==> src/rtl/fp16_add_issuer_if.sv <==
// Operand-side bundle between the FP16 add issuer and its environment.
// Latency: none, signal container only.
// Backpressure: req and rsp are valid/ready; the adder channels have no tready.
//
// Ports (signals carried):
//   req_*                 tagged operand-pair request, valid/ready
//   m_axis_a/b_*          operand channels toward the adder
//   s_axis_result_*       result channel from the adder
//   rsp_*                 tagged in-order result, valid/ready
//   busy, err_spurious    status
interface fp16_add_issuer_if #(
  parameter int TAG_W = 4
);
  logic             req_valid;
  logic             req_ready;
  logic [15:0]      req_a;
  logic [15:0]      req_b;
  logic [TAG_W-1:0] req_tag;
  logic             m_axis_a_tvalid;
  logic [31:0]      m_axis_a_tdata;
  logic             m_axis_b_tvalid;
  logic [31:0]      m_axis_b_tdata;
  logic             s_axis_result_tvalid;
  logic [31:0]      s_axis_result_tdata;
  logic             rsp_valid;
  logic             rsp_ready;
  logic [15:0]      rsp_data;
  logic [TAG_W-1:0] rsp_tag;
  logic             busy;
  logic             err_spurious;

  // Issuer side
  modport master (
    input  req_valid, req_a, req_b, req_tag,
    input  s_axis_result_tvalid, s_axis_result_tdata, rsp_ready,
    output req_ready, m_axis_a_tvalid, m_axis_a_tdata,
    output m_axis_b_tvalid, m_axis_b_tdata,
    output rsp_valid, rsp_data, rsp_tag, busy, err_spurious
  );

  // Environment side (requester, adder, response sink)
  modport slave (
    output req_valid, req_a, req_b, req_tag,
    output s_axis_result_tvalid, s_axis_result_tdata, rsp_ready,
    input  req_ready, m_axis_a_tvalid, m_axis_a_tdata,
    input  m_axis_b_tvalid, m_axis_b_tdata,
    input  rsp_valid, rsp_data, rsp_tag, busy, err_spurious
  );
endinterface

==> src/rtl/fp16_add_issuer.sv <==
// Credit-based issuer/collector for an FP16 adder that has no tready.
// Latency: accept -> operand valid 1 cycle; adder result -> rsp_valid 1 cycle.
// Backpressure: req_ready drops when DEPTH ops are in flight or buffered; rsp is valid/ready.
//
// Ports:
//   aclk, areset   clock, asynchronous active-high reset
//   bus (master)   req_*, m_axis_a/b_*, s_axis_result_*, rsp_*, busy, err_spurious

// Generic first-word fall-through FIFO: head_o shows the oldest entry while !empty_o.
// Callers guarantee no push when full and no pop when empty.
module fp16_add_issuer_fifo #(
  parameter int W     = 8,
  parameter int DEPTH = 4
) (
  input  logic         clk,
  input  logic         rst,
  input  logic         push_i,
  input  logic [W-1:0] push_dat_i,
  input  logic         pop_i,
  output logic [W-1:0] head_o,
  output logic         empty_o
);
  localparam int AW = $clog2(DEPTH);

  logic [W-1:0] mem_q [DEPTH];
  logic [AW:0]  wr_q;
  logic [AW:0]  rd_q;

  always_ff @(posedge clk or posedge rst) begin
    if (rst) begin
      wr_q <= '0;
      rd_q <= '0;
    end else begin
      if (push_i) wr_q <= wr_q + (AW+1)'(1);
      if (pop_i)  rd_q <= rd_q + (AW+1)'(1);
    end
  end

  // Storage needs no reset: nothing is read out while the pointers say empty.
  always_ff @(posedge clk) begin
    if (push_i) mem_q[wr_q[AW-1:0]] <= push_dat_i;
  end

  assign head_o  = mem_q[rd_q[AW-1:0]];
  assign empty_o = (wr_q == rd_q);
endmodule

module fp16_add_issuer #(
  parameter int DEPTH = 4,
  parameter int TAG_W = 4
) (
  input  logic                 aclk,
  input  logic                 areset,
  fp16_add_issuer_if.master    bus
);
  localparam int             CW       = $clog2(DEPTH + 1);
  localparam logic [CW-1:0]  CRED_MAX = CW'(DEPTH);

  logic [CW-1:0]      credits_q, credits_d;
  logic               iss_vld_q;
  logic [15:0]        a_q, b_q;
  logic               busy_q;
  logic               err_q;
  logic               accept, rsp_hs, res_take, tag_empty, res_empty;
  logic [TAG_W-1:0]   tag_head;
  logic [16+TAG_W-1:0] res_head;
  logic               unused_hi;

  assign bus.req_ready = (credits_q != '0) && !areset;
  assign accept        = bus.req_valid && bus.req_ready;
  assign rsp_hs        = bus.rsp_valid && bus.rsp_ready;
  // A result only counts when a tag is outstanding; otherwise it is spurious.
  assign res_take      = bus.s_axis_result_tvalid && !tag_empty;
  assign unused_hi     = ^bus.s_axis_result_tdata[31:16];

  // One credit per op, held from accept until its response leaves.
  always_comb begin
    credits_d = credits_q;
    if (accept && !rsp_hs)      credits_d = credits_q - CW'(1);
    else if (!accept && rsp_hs) credits_d = credits_q + CW'(1);
  end

  always_ff @(posedge aclk or posedge areset) begin
    if (areset) begin
      credits_q <= CRED_MAX;
      iss_vld_q <= 1'b0;
      a_q       <= '0;
      b_q       <= '0;
      busy_q    <= 1'b0;
      err_q     <= 1'b0;
    end else begin
      credits_q <= credits_d;
      iss_vld_q <= accept;
      if (accept) begin
        a_q <= bus.req_a;
        b_q <= bus.req_b;
      end
      busy_q <= (credits_d != CRED_MAX);
      if (bus.s_axis_result_tvalid && tag_empty) err_q <= 1'b1;
    end
  end

  assign bus.m_axis_a_tvalid = iss_vld_q;
  assign bus.m_axis_b_tvalid = iss_vld_q;
  assign bus.m_axis_a_tdata  = {16'h0, a_q};
  assign bus.m_axis_b_tdata  = {16'h0, b_q};
  assign bus.busy            = busy_q;
  assign bus.err_spurious    = err_q;

  fp16_add_issuer_fifo #(.W(TAG_W), .DEPTH(DEPTH)) u_tag_fifo (
    .clk        (aclk),
    .rst        (areset),
    .push_i     (accept),
    .push_dat_i (bus.req_tag),
    .pop_i      (res_take),
    .head_o     (tag_head),
    .empty_o    (tag_empty)
  );

  fp16_add_issuer_fifo #(.W(16 + TAG_W), .DEPTH(DEPTH)) u_res_fifo (
    .clk        (aclk),
    .rst        (areset),
    .push_i     (res_take),
    .push_dat_i ({bus.s_axis_result_tdata[15:0], tag_head}),
    .pop_i      (rsp_hs),
    .head_o     (res_head),
    .empty_o    (res_empty)
  );

  // Outputs read as zero while empty so stale storage never shows.
  assign bus.rsp_valid = !res_empty;
  assign bus.rsp_data  = res_empty ? 16'h0 : res_head[TAG_W +: 16];
  assign bus.rsp_tag   = res_empty ? '0 : res_head[TAG_W-1:0];
endmodule
==> src/flat_wrapper.sv <==
// flat-port wrapper written by rule: the top's interface ports become plain ports
module fp16_add_issuer_flat 
#(
  parameter int DEPTH = 4,
  parameter int TAG_W = 4
)
  (aclk, areset, bus_req_valid, bus_req_a, bus_req_b, bus_req_tag, bus_s_axis_result_tvalid, bus_s_axis_result_tdata, bus_rsp_ready, bus_req_ready, bus_m_axis_a_tvalid, bus_m_axis_a_tdata, bus_m_axis_b_tvalid, bus_m_axis_b_tdata, bus_rsp_valid, bus_rsp_data, bus_rsp_tag, bus_busy, bus_err_spurious);
  fp16_add_issuer_if #(.TAG_W(TAG_W)) bus_i ();
  input  logic aclk;
  input  logic areset;
  input wire logic [$bits(bus_i.req_valid)-1:0] bus_req_valid;
  input wire logic [$bits(bus_i.req_a)-1:0] bus_req_a;
  input wire logic [$bits(bus_i.req_b)-1:0] bus_req_b;
  input wire logic [$bits(bus_i.req_tag)-1:0] bus_req_tag;
  input wire logic [$bits(bus_i.s_axis_result_tvalid)-1:0] bus_s_axis_result_tvalid;
  input wire logic [$bits(bus_i.s_axis_result_tdata)-1:0] bus_s_axis_result_tdata;
  input wire logic [$bits(bus_i.rsp_ready)-1:0] bus_rsp_ready;
  output wire logic [$bits(bus_i.req_ready)-1:0] bus_req_ready;
  output wire logic [$bits(bus_i.m_axis_a_tvalid)-1:0] bus_m_axis_a_tvalid;
  output wire logic [$bits(bus_i.m_axis_a_tdata)-1:0] bus_m_axis_a_tdata;
  output wire logic [$bits(bus_i.m_axis_b_tvalid)-1:0] bus_m_axis_b_tvalid;
  output wire logic [$bits(bus_i.m_axis_b_tdata)-1:0] bus_m_axis_b_tdata;
  output wire logic [$bits(bus_i.rsp_valid)-1:0] bus_rsp_valid;
  output wire logic [$bits(bus_i.rsp_data)-1:0] bus_rsp_data;
  output wire logic [$bits(bus_i.rsp_tag)-1:0] bus_rsp_tag;
  output wire logic [$bits(bus_i.busy)-1:0] bus_busy;
  output wire logic [$bits(bus_i.err_spurious)-1:0] bus_err_spurious;
  assign bus_i.req_valid = bus_req_valid;
  assign bus_i.req_a = bus_req_a;
  assign bus_i.req_b = bus_req_b;
  assign bus_i.req_tag = bus_req_tag;
  assign bus_i.s_axis_result_tvalid = bus_s_axis_result_tvalid;
  assign bus_i.s_axis_result_tdata = bus_s_axis_result_tdata;
  assign bus_i.rsp_ready = bus_rsp_ready;
  assign bus_req_ready = bus_i.req_ready;
  assign bus_m_axis_a_tvalid = bus_i.m_axis_a_tvalid;
  assign bus_m_axis_a_tdata = bus_i.m_axis_a_tdata;
  assign bus_m_axis_b_tvalid = bus_i.m_axis_b_tvalid;
  assign bus_m_axis_b_tdata = bus_i.m_axis_b_tdata;
  assign bus_rsp_valid = bus_i.rsp_valid;
  assign bus_rsp_data = bus_i.rsp_data;
  assign bus_rsp_tag = bus_i.rsp_tag;
  assign bus_busy = bus_i.busy;
  assign bus_err_spurious = bus_i.err_spurious;
  fp16_add_issuer #(.DEPTH(DEPTH), .TAG_W(TAG_W)) u_core (.aclk(aclk), .areset(areset), .bus(bus_i));
endmodule
==> config.mk <==
export PLATFORM = sky130hd
export DESIGN_NAME = fp16_add_issuer_flat
export DESIGN_NICKNAME = d
export VERILOG_FILES = /design/src/rtl/fp16_add_issuer_if.sv /design/src/rtl/fp16_add_issuer.sv /design/src/flat_wrapper.sv
export SDC_FILE = /design/constraint.sdc
export NUM_CORES = 1
export LEC_CHECK = 0
export CAP_MARGIN = 10
export CORE_UTILIZATION = 40
export CTS_CLUSTER_DIAMETER = 50
export CTS_CLUSTER_SIZE = 10
export DETAILED_ROUTE_END_ITERATION = 16
export GPL_ROUTABILITY_DRIVEN = 0
export PLACE_DENSITY = 0.78
export SLEW_MARGIN = 25
export SYNTH_ARGS = -nofsm -noshare
export SYNTH_HDL_FRONTEND = slang
export SYNTH_HIERARCHICAL = 1
export SYNTH_SLANG_ARGS = --single-unit
==> constraint.sdc <==
create_clock -name aclk -period 6.82 [get_ports aclk]
set_input_delay 2.046 -clock aclk [delete_from_list [all_inputs] [get_ports aclk]]
set_output_delay 2.046 -clock aclk [all_outputs]
set_load 0.1 [all_outputs]
==> impl_metrics.yaml, run 1 <==
clock_tree:
  htreeDepth: 4
  clk_latency_ps: 400
  clockBufferDepth: 2
  cts_setup_buffers: 0
  cts_tree: "yes"
  root_buffer: "clkbuf_16"
  numCtsBuffers: 17
  cts_sinks: 146
  clkSlewWorstSetupHoldPaths_ps: 50
  cts_hold_buffers: 0
  post_cts_resized: 0
sta:
  fmax_mhz: 196
  rsz0062_at_grt: "no"
  tightest_slew_ps: 1010
  skew_ps: 8.23
  setup_tns_ps: 0
  hold_viol_final: 0
  finalCriticalPeriod_ps: 5110
  fin_crit_sh_pct: 74.9
  slew_headroom_pct: 32.7
  finalMaxSlewViolations: 0
  setup_viol: 0
synth:
  async_flop_share_pct: 34.2
  yosysTopAreaCellShare_pct: 46.1
  synthCells: 348
  syn_area_per_cell_um2: 18.0
  seq_area_frac_synth_pct: 66.1
  yosys.cell_types.count: 37
  synth_common_cells: "edfxtp_1 (96), dfrtp_1 (49), buf_4 (33), mux2_4 (26)"
  ys_ff_latch: 146
  synth_area_leaders: "edfxtp_1 (46%), dfrtp_1 (20%), mux4_2 (7.9%), mux2_4 (6.2%), buf_4 (4.0%)"
  synth_flop_cell: "edfxtp_1"
  syn_area_um2: 6260
  yosys.area.top_type: "edfxtp_1"
  yosys_warnings: 6
  synth_edf_count: 96
  yosys.cell_count.top_type: "edfxtp_1"
worst_setup_path:
  path_cells: "xor2_1 -> nor3_2 -> buf_4 -> nor2b_1 -> clkdlybuf4s50_1"
  r2r-end: "u_core/u_res_fifo/mem_q[2][5]$_DFFE_PP_"
  path_delay_family: "buffers and inverters"
  reg2reg_depth: 4
  crit_type: "reg2out"
  cp-start-kind: "register"
  cp_num_buf_inv: 2
  crit_slowest_cell: "clkdlybuf4s50_1"
  critPathMaxStageDelay_ps: 980
  rrSetupSlack_ps: 4380
  critPathArrivalTime_ps: 3060
  required_ps: 4770
  endpoint_kind: "output pin"
  reg2reg_from: "u_core/u_tag_fifo/rd_q[0]$_DFFE_PP0P_"
  crit_fanout: 15
global_routing:
  antenna_found_initial: 0
  gr-total-overflow: 0
  grt_pass1_vias: 3477
  grt_first_pass_wirelength_mm: 17.9
  grt_max_degree: 44
  grt_use_total_pct: 14.7
detailed_routing:
  drtIter0Drc: 139
  vias: 3144
  dr.pass1.iters: 4
  avgRoutedWirePerCell_um: 15.9
  drc: 0
  routed_wl_mm: 11.0
  via_per_inst: 4.51
  drtAntennaViolNets: 0
status:
  status: "complete, no violations"
cells_and_area:
  n_antenna_cell: 0
  drive_gt1_share_pct: 20.2
  nFillCells: 1253
  final_nets: 559
  syn_to_final_growth_pct: 28.8
floorplan:
  core.rowCount: 45
  fp.dieW_um: 127
  core_um2: 15300
  dieArea_um2: 16200
  initial_core_util_pct: 41.0
  die_y_um: 127
  num_io_pins: 163
placement:
  io_buffers: 114
  dp_hpwl_mm: 7.34
worst_hold_path:
  whs_path_depth: 1
  whs_endpoint: "u_core/bus.err_spurious$_DFFE_PP0P_"
  min_from: "u_core/bus.err_spurious$_DFFE_PP0P_"
  hp-class: "reg2reg"
job:
  drv_cap: 0
==> state kept, by name (all words and copies together), names as in the netlist <==
| name | count |
|---|---|
| u_core/a_q | 16 |
| u_core/u_res_fifo/mem_q | 80 |
| u_core/bus.busy | 1 |
| u_core/bus.m_axis_a_tvalid | 1 |
| u_core/u_tag_fifo/rd_q | 3 |
| u_core/bus.err_spurious | 1 |
| u_core/u_tag_fifo/mem_q | 16 |
| u_core/credits_q | 3 |
| u_core/u_tag_fifo/wr_q | 3 |
| u_core/b_q | 16 |
| u_core/u_res_fifo/rd_q | 3 |
| u_core/u_res_fifo/wr_q | 3 |
==> cell type report <==
cell class | instances | area [µm²] | area share, %
Timing Repair Buffer | 118 | 1170 | 14.5
Clock buffer | 23 | 468 | 5.80
Clock inverter | 9 | 108 | 1.33
Multi-Input combinational cell | 179 | 1880 | 23.3
Sequential cell | 146 | 4140 | 51.3
Inverter | 11 | 41.3 | 0.512
Tap cell | 211 | 264 | 3.27
==> how the worst max path moves through the flow <==
stage | from | to | slack [ps] | cells past startpoint
3_3_place_gp | areset | bus_req_ready | 1760 | 3
4_1_cts | u_core/u_res_fifo/wr_q[0]$_DFFE_PP0P_ | bus_rsp_data[0] | 1630 | 5
6_report | u_core/u_res_fifo/wr_q[0]$_DFFE_PP0P_ | bus_rsp_data[0] | 1710 | 5
2_1_floorplan | areset | bus_req_ready | 1470 | 1
5_1_grt | u_core/u_res_fifo/wr_q[0]$_DFFE_PP0P_ | bus_rsp_data[12] | 1530 | 5
3_5_place_dp | areset | bus_req_ready | 1780 | 3
==> metal layers <==
layer | GRT usage [%] | vias up | wire, µm
li1 | - | 1467 | -
met1 | 17.0 | 1570 | 4530
met4 | 4.97 | 0 | 204
met5 | 0 | - | 0
met3 | 5.15 | 17 | 556
met2 | 25.7 | 90 | 5760
==> stage by stage <==
| step | util [%] | instance area (µm²) | instances | hold slack, ps | setup WS, ps |
|---|---|---|---|---|---|
| after floorplan | - | 6380 | 379 | 461 | 1470 |
| after global placement | 49.0 | 7480 | 665 | 464 | 1760 |
| after detailed placement | 49.0 | 7480 | 665 | 466 | 1780 |
| after CTS | 52.8 | 8060 | 697 | 483 | 1630 |
| after global routing | 52.8 | 8060 | 697 | 493 | 1530 |
| final | 52.8 | 8060 | 697 | 476 | 1710 |
==> cells by family (layout without fill, tap and decap cells) <==
family	count (synthesis)	count (layout)	share of synthesized area [%]
mux	58	58	16.4
simple gates	49	49	5.42
buf+inv	54	161	5.98
compound gates	11	11	1.22
xor+xnor	16	16	2.24
fa+ha+maj	13	13	2.60
flops	146	146	66.1
other cells	1	32	0.0599
==> cell usage in the layout (no fill, tap or decap), drive strengths merged, types with 2 or more instances in the layout <==
cell type,netlist,layout
nor2b,23,23
or3,2,2
nand2b,3,3
and2,9,9
clkinvlp,0,2
xor2,12,12
clkbuf,2,23
nor3,2,2
mux4,24,24
o211ai,2,2
mux2,34,34
clkdlybuf4s50,0,113
xnor2,4,4
nor2,2,2
inv,11,12
dfrtp,49,49
conb,1,32
clkinv,0,4
bufinv,0,2
edfxtp,96,96
o21ai,3,3
a21oi,2,2
buf,41,5
ha,13,13
nand2,5,5
Power of run 1 is not shown: default switching activity piles up to over one toggle a cycle in this logic, so the estimate is an artifact.
==> run 2, diff against run 1 <==
--- a/config.mk
+++ b/config.mk
@@ -11,7 +11,7 @@
 export CTS_CLUSTER_SIZE = 10
 export DETAILED_ROUTE_END_ITERATION = 16
 export GPL_ROUTABILITY_DRIVEN = 0
-export PLACE_DENSITY = 0.78
+export PLACE_DENSITY = 0.8
 export SLEW_MARGIN = 25
 export SYNTH_ARGS = -nofsm -noshare
 export SYNTH_HDL_FRONTEND = slang
==> constraint.sdc (replaced) <==
create_clock -name aclk -period 4.3 [get_ports aclk]
set_input_delay 1.29 -clock aclk [delete_from_list [all_inputs] [get_ports aclk]]
set_output_delay 1.29 -clock aclk [all_outputs]
set_load 0.1 [all_outputs]
==> run 2 against run 1 <==
Net effect: sequential cell count did not move; sequential share of layout area fell by 1.9 points; critical path depth rose by 1; clock skew rose by 0.84 ps; design area rose by 3.8%; count of clock-buffer cells in the layout fell by 4; cell count rose by 1.1%; via count rose by 2.4%; non-clock buffer count rose by 8; worst hold slack got worse by 6.5 ps; critical path type unchanged; largest cell class unchanged.
==> impl_metrics.yaml, run 2 (synthesis gave the netlist of run 1 again) <==
detailed_routing:
  drtIter0Drc: 168
  avgRoutedWirePerCell_um: 15.8
  via_per_inst: 4.57
  routed_wl_mm: 11.1
  dr.pass1.iters: 4
  drtAntennaViolNets: 0
  vias: 3221
  drc: 0
clock_tree:
  cts_setup_buffers: 0
  clkSlewWorstSetupHoldPaths_ps: 60
  cts_tree: "yes"
  cts_sinks: 146
  clockBufferDepth: 2
  numCtsBuffers: 17
  cts_hold_buffers: 0
  clk_latency_ps: 410
  htreeDepth: 4
  root_buffer: "clkbuf_16"
  post_cts_resized: 0
cells_and_area:
  syn_to_final_growth_pct: 33.7
  largest_reg_flops: 80
  n_antenna_cell: 0
  multi_input_area_um2: 1870
  layout_commonest_cell: "edfxtp_1"
  final_nets: 567
  nFillCells: 1196
  drive_gt1_share_pct: 25.7
  stdcell_count: 705
  register_area_um2: 4140
  final_cell_mix: "edfxtp_1 (96), clkdlybuf4s50_1 (92), dfrtp_1 (49)"
sta:
  slew_headroom_pct: 33.5
  setup_viol: 0
  hold_viol_final: 0
  fin_crit_sh_pct: 83.9
  setup_tns_ps: 0
  fmax_mhz: 277
  skew_ps: 9.07
  rsz0062_at_grt: "no"
  tightest_slew_ps: 994
  finalCriticalPeriod_ps: 3610
  finalMaxSlewViolations: 0
global_routing:
  grt_use_total_pct: 15.0
  gr-total-overflow: 0
  grt_pass1_vias: 3520
  grt_first_pass_wirelength_mm: 18.1
  antenna_found_initial: 0
  grt_max_degree: 30
worst_setup_path:
  reg2reg_depth: 9
  cp-start-kind: "register"
  crit_type: "reg2out"
  endpoint_kind: "output pin"
  required_ps: 3010
  crit_fanout: 10
  critPathArrivalTime_ps: 2320
floorplan:
  core.rowCount: 45
  num_io_pins: 163
  initial_core_util_pct: 41.0
  fp.dieW_um: 127
  die_y_um: 127
  core_um2: 15300
  dieArea_um2: 16200
worst_hold_path:
  hp-class: "reg2reg"
  whs_path_depth: 1
job:
  drv_cap: 0
placement:
  io_buffers: 114
  dp.cells: 673
  dp_hpwl_mm: 7.80
status:
  status: "complete, no violations"
run 2: area by class of cell:
type / count / area share, %
Sequential cell: 146 / 49.4
Clock inverter: 13 / 1.79
Inverter: 11 / 0.493
Multi-Input combinational cell: 179 / 22.4
Clock buffer: 19 / 5.41
Timing Repair Buffer: 126 / 17.3
Tap cell: 211 / 3.16
run 2: worst max-delay path, cell delays in order (launching register included):
cell	delay, ps
dfrtp_1	660
buf_4	320
xor2_1	180
nor3_2	70
buf_4	180
nor2b_1	270
buf_12	220
run 2: stage by stage:
stage               hold WS (ps)  setup WS (ps)  cell area (µm²)  util (%)
floorplan                    461            467             6380         -
global placement             448            773             7760      50.9
detailed placement           448            787             7760      50.9
CTS                          471            613             8370      54.8
global route                 492            510             8370      54.8
finish                       470            692             8370      54.8
run 2: per-layer routing:
layer | wire length, µm | global-route usage, % | up-vias
li1 | - | - | 1481
met1 | 4430 | 17.5 | 1603
met2 | 5830 | 25.3 | 124
met3 | 744 | 5.57 | 13
met4 | 125 | 5.88 | 0
met5 | 0 | 0 | -
run 2: worst paths after layout:
| path | startpoint | to | slack (ps) |
|---|---|---|---|
| max | u_core/u_res_fifo/rd_q[0]$_DFFE_PP0P_ | bus_rsp_tag[0] | 690 |
| min | u_core/bus.err_spurious$_DFFE_PP0P_ | u_core/bus.err_spurious$_DFFE_PP0P_ | 470 |
| max reg2reg | u_core/u_res_fifo/rd_q[0]$_DFFE_PP0P_ | u_core/credits_q[2]$_DFF_PP1_ | 1810 |
| min reg2reg | u_core/bus.err_spurious$_DFFE_PP0P_ | u_core/bus.err_spurious$_DFFE_PP0P_ | 470 |
| max in group asynchronous | areset | u_core/b_q[2]$_DFFE_PP0P_ | 2140 |
| min in group asynchronous | areset | u_core/u_tag_fifo/wr_q[0]$_DFFE_PP0P_ | 1230 |
Power of run 2 is left out for the same reason.
==> run 3, diff against run 2 <==
==> constraint.sdc (replaced) <==
create_clock -name aclk -period 3.3 [get_ports aclk]
set_input_delay 0.99 -clock aclk [delete_from_list [all_inputs] [get_ports aclk]]
set_output_delay 0.99 -clock aclk [all_outputs]
set_load 0.1 [all_outputs]
==> run 3 against run 2 <==
Net effect: worst setup slack worse by 500 ps; count of clock-buffer cells in the layout unchanged; via count is 1.6% lower; clock skew decreased by 3.7 ps; utilization decreased by 0.61 points; sequential share of layout area rose by 0.56 points; first-iteration DRC count decreased by 40%.
==> impl_metrics.yaml, run 3 (synthesis gave the netlist of run 1 again) <==
status:
  status: "complete, no violations"
clock_tree:
  cts_setup_buffers: 0
  clkSlewWorstSetupHoldPaths_ps: 60
  cts_hold_buffers: 0
  numCtsBuffers: 17
  post_cts_resized: 0
  cts_sinks: 146
  clockBufferDepth: 2
  cts_tree: "yes"
  root_buffer: "clkbuf_16"
  htreeDepth: 4
  clk_latency_ps: 410
sta:
  fin_ws_ps: 191
  hold_viol_final: 0
  fin_crit_sh_pct: 94.2
  finalMaxSlewViolations: 0
  setup_tns_ps: 0
  finalCriticalPeriod_ps: 3110
  setup_viol: 0
  skew_ps: 5.39
  rsz0062_at_grt: "no"
  fmax_mhz: 322
detailed_routing:
  vias: 3169
  via_per_inst: 4.50
  avgRoutedWirePerCell_um: 15.3
  drc: 0
  routed_wl_mm: 10.7
  drtAntennaViolNets: 0
  drtIter0Drc: 100
  dr.pass1.iters: 4
placement:
  dp_hpwl_mm: 7.41
  io_buffers: 114
  place_ws_ps: 347
  place_area_um2: 7700
  dp.cells: 673
floorplan:
  core.rowCount: 45
  die_y_um: 127
  num_io_pins: 163
  core_um2: 15300
  fp.dieW_um: 127
  dieArea_um2: 16200
  initial_core_util_pct: 41.0
cells_and_area:
  syn_to_final_growth_pct: 32.2
  nFillCells: 1174
  final_cell_mix: "edfxtp_1 (96), clkdlybuf4s50_1 (56), dfrtp_1 (49)"
  drive_gt1_share_pct: 31.8
  final_area_um2: 8270
  layout_commonest_cell: "edfxtp_1"
  largest_reg_flops: 80
  final_nets: 567
  n_antenna_cell: 0
  stdcell_count: 704
worst_setup_path:
  endpoint_kind: "output pin"
  cp-start-kind: "register"
  critPathArrivalTime_ps: 2120
  cp_num_buf_inv: 3
  path_delay_family: "buffers and inverters"
  critPathMaxStageDelay_ps: 380
  reg2reg_depth: 5
  crit_slowest_cell: "dfrtp_1"
  crit_type: "reg2out"
  cp_num_cells: 6
  cp_common_cell: "buf_4"
  required_ps: 2310
  path_cells: "buf_4 -> xor2_1 -> nor3_2 -> buf_4 -> nor2b_1 -> buf_12"
  crit_fanout: 21
global_routing:
  grt_use_met1_pct: 17.0
  grtUsageMet2_pct: 25.2
  busiest_layer: "met2"
  grt_pass1_vias: 3471
  grt_use_total_pct: 14.6
  grt_max_degree: 38
  grt_first_pass_wirelength_mm: 17.6
  antenna_found_initial: 0
  gr-total-overflow: 0
  use_met3_pct: 5.15
worst_hold_path:
  whs_path_depth: 1
  hp-class: "reg2reg"
job:
  drv_cap: 0
==> run 3: cell types whose count changed in the layout (fill, tap and decap cells not counted), moves of 3 or more <==
cell	change
clkdlybuf4s50_1	-36
buf_4	+34
clkinv_4	-3
clkinv_1	+3
==> run 3: final timing paths <==
kind / startpoint / end / slack [ps]
setup / recovery: u_core/u_res_fifo/rd_q[0]$_DFFE_PP0P_ / bus_rsp_tag[3] / 190
hold / removal: u_core/bus.err_spurious$_DFFE_PP0P_ / u_core/bus.err_spurious$_DFFE_PP0P_ / 470
setup reg to reg: u_core/u_tag_fifo/rd_q[0]$_DFFE_PP0P_ / u_core/u_res_fifo/mem_q[2][0]$_DFFE_PP_ / 1150
hold reg to reg: u_core/bus.err_spurious$_DFFE_PP0P_ / u_core/bus.err_spurious$_DFFE_PP0P_ / 470
max in group asynchronous: areset / u_core/credits_q[2]$_DFF_PP1_ / 1780
min in group asynchronous: areset / u_core/bus.err_spurious$_DFFE_PP0P_ / 870
==> run 3: cell type report <==
cell class | count | area, µm² | area share (%)
Multi-Input combinational cell | 179 | 1870 | 22.6
Sequential cell | 146 | 4140 | 50.0
Inverter | 11 | 41.3 | 0.499
Tap cell | 211 | 264 | 3.19
Clock buffer | 19 | 433 | 5.23
Timing Repair Buffer | 126 | 1390 | 16.8
Clock inverter | 12 | 141 | 1.71
==> run 3: stage by stage <==
stage / hold WS, ps / utilization, %
after floorplan: 461 / -
after global placement: 451 / 50.5
after detailed placement: 449 / 50.5
after CTS: 472 / 54.2
after global routing: 499 / 54.2
final: 471 / 54.2
==> run 3: layer usage <==
metal | part of all wire [%] | wire length (µm)
met5 | 0 | 0
met4 | 1.4 | 150
met3 | 5.7 | 607
met2 | 52 | 5610
met1 | 41 | 4370
==> run 3: worst register-to-register path: stages (launching register included) <==
cell and delay, ps:
dfrtp_1 570, xor2_1 200, nor3_1 100, nor2b_1 280
and2_1 480, buf_12 220
Power of run 3 is left out for the same reason.
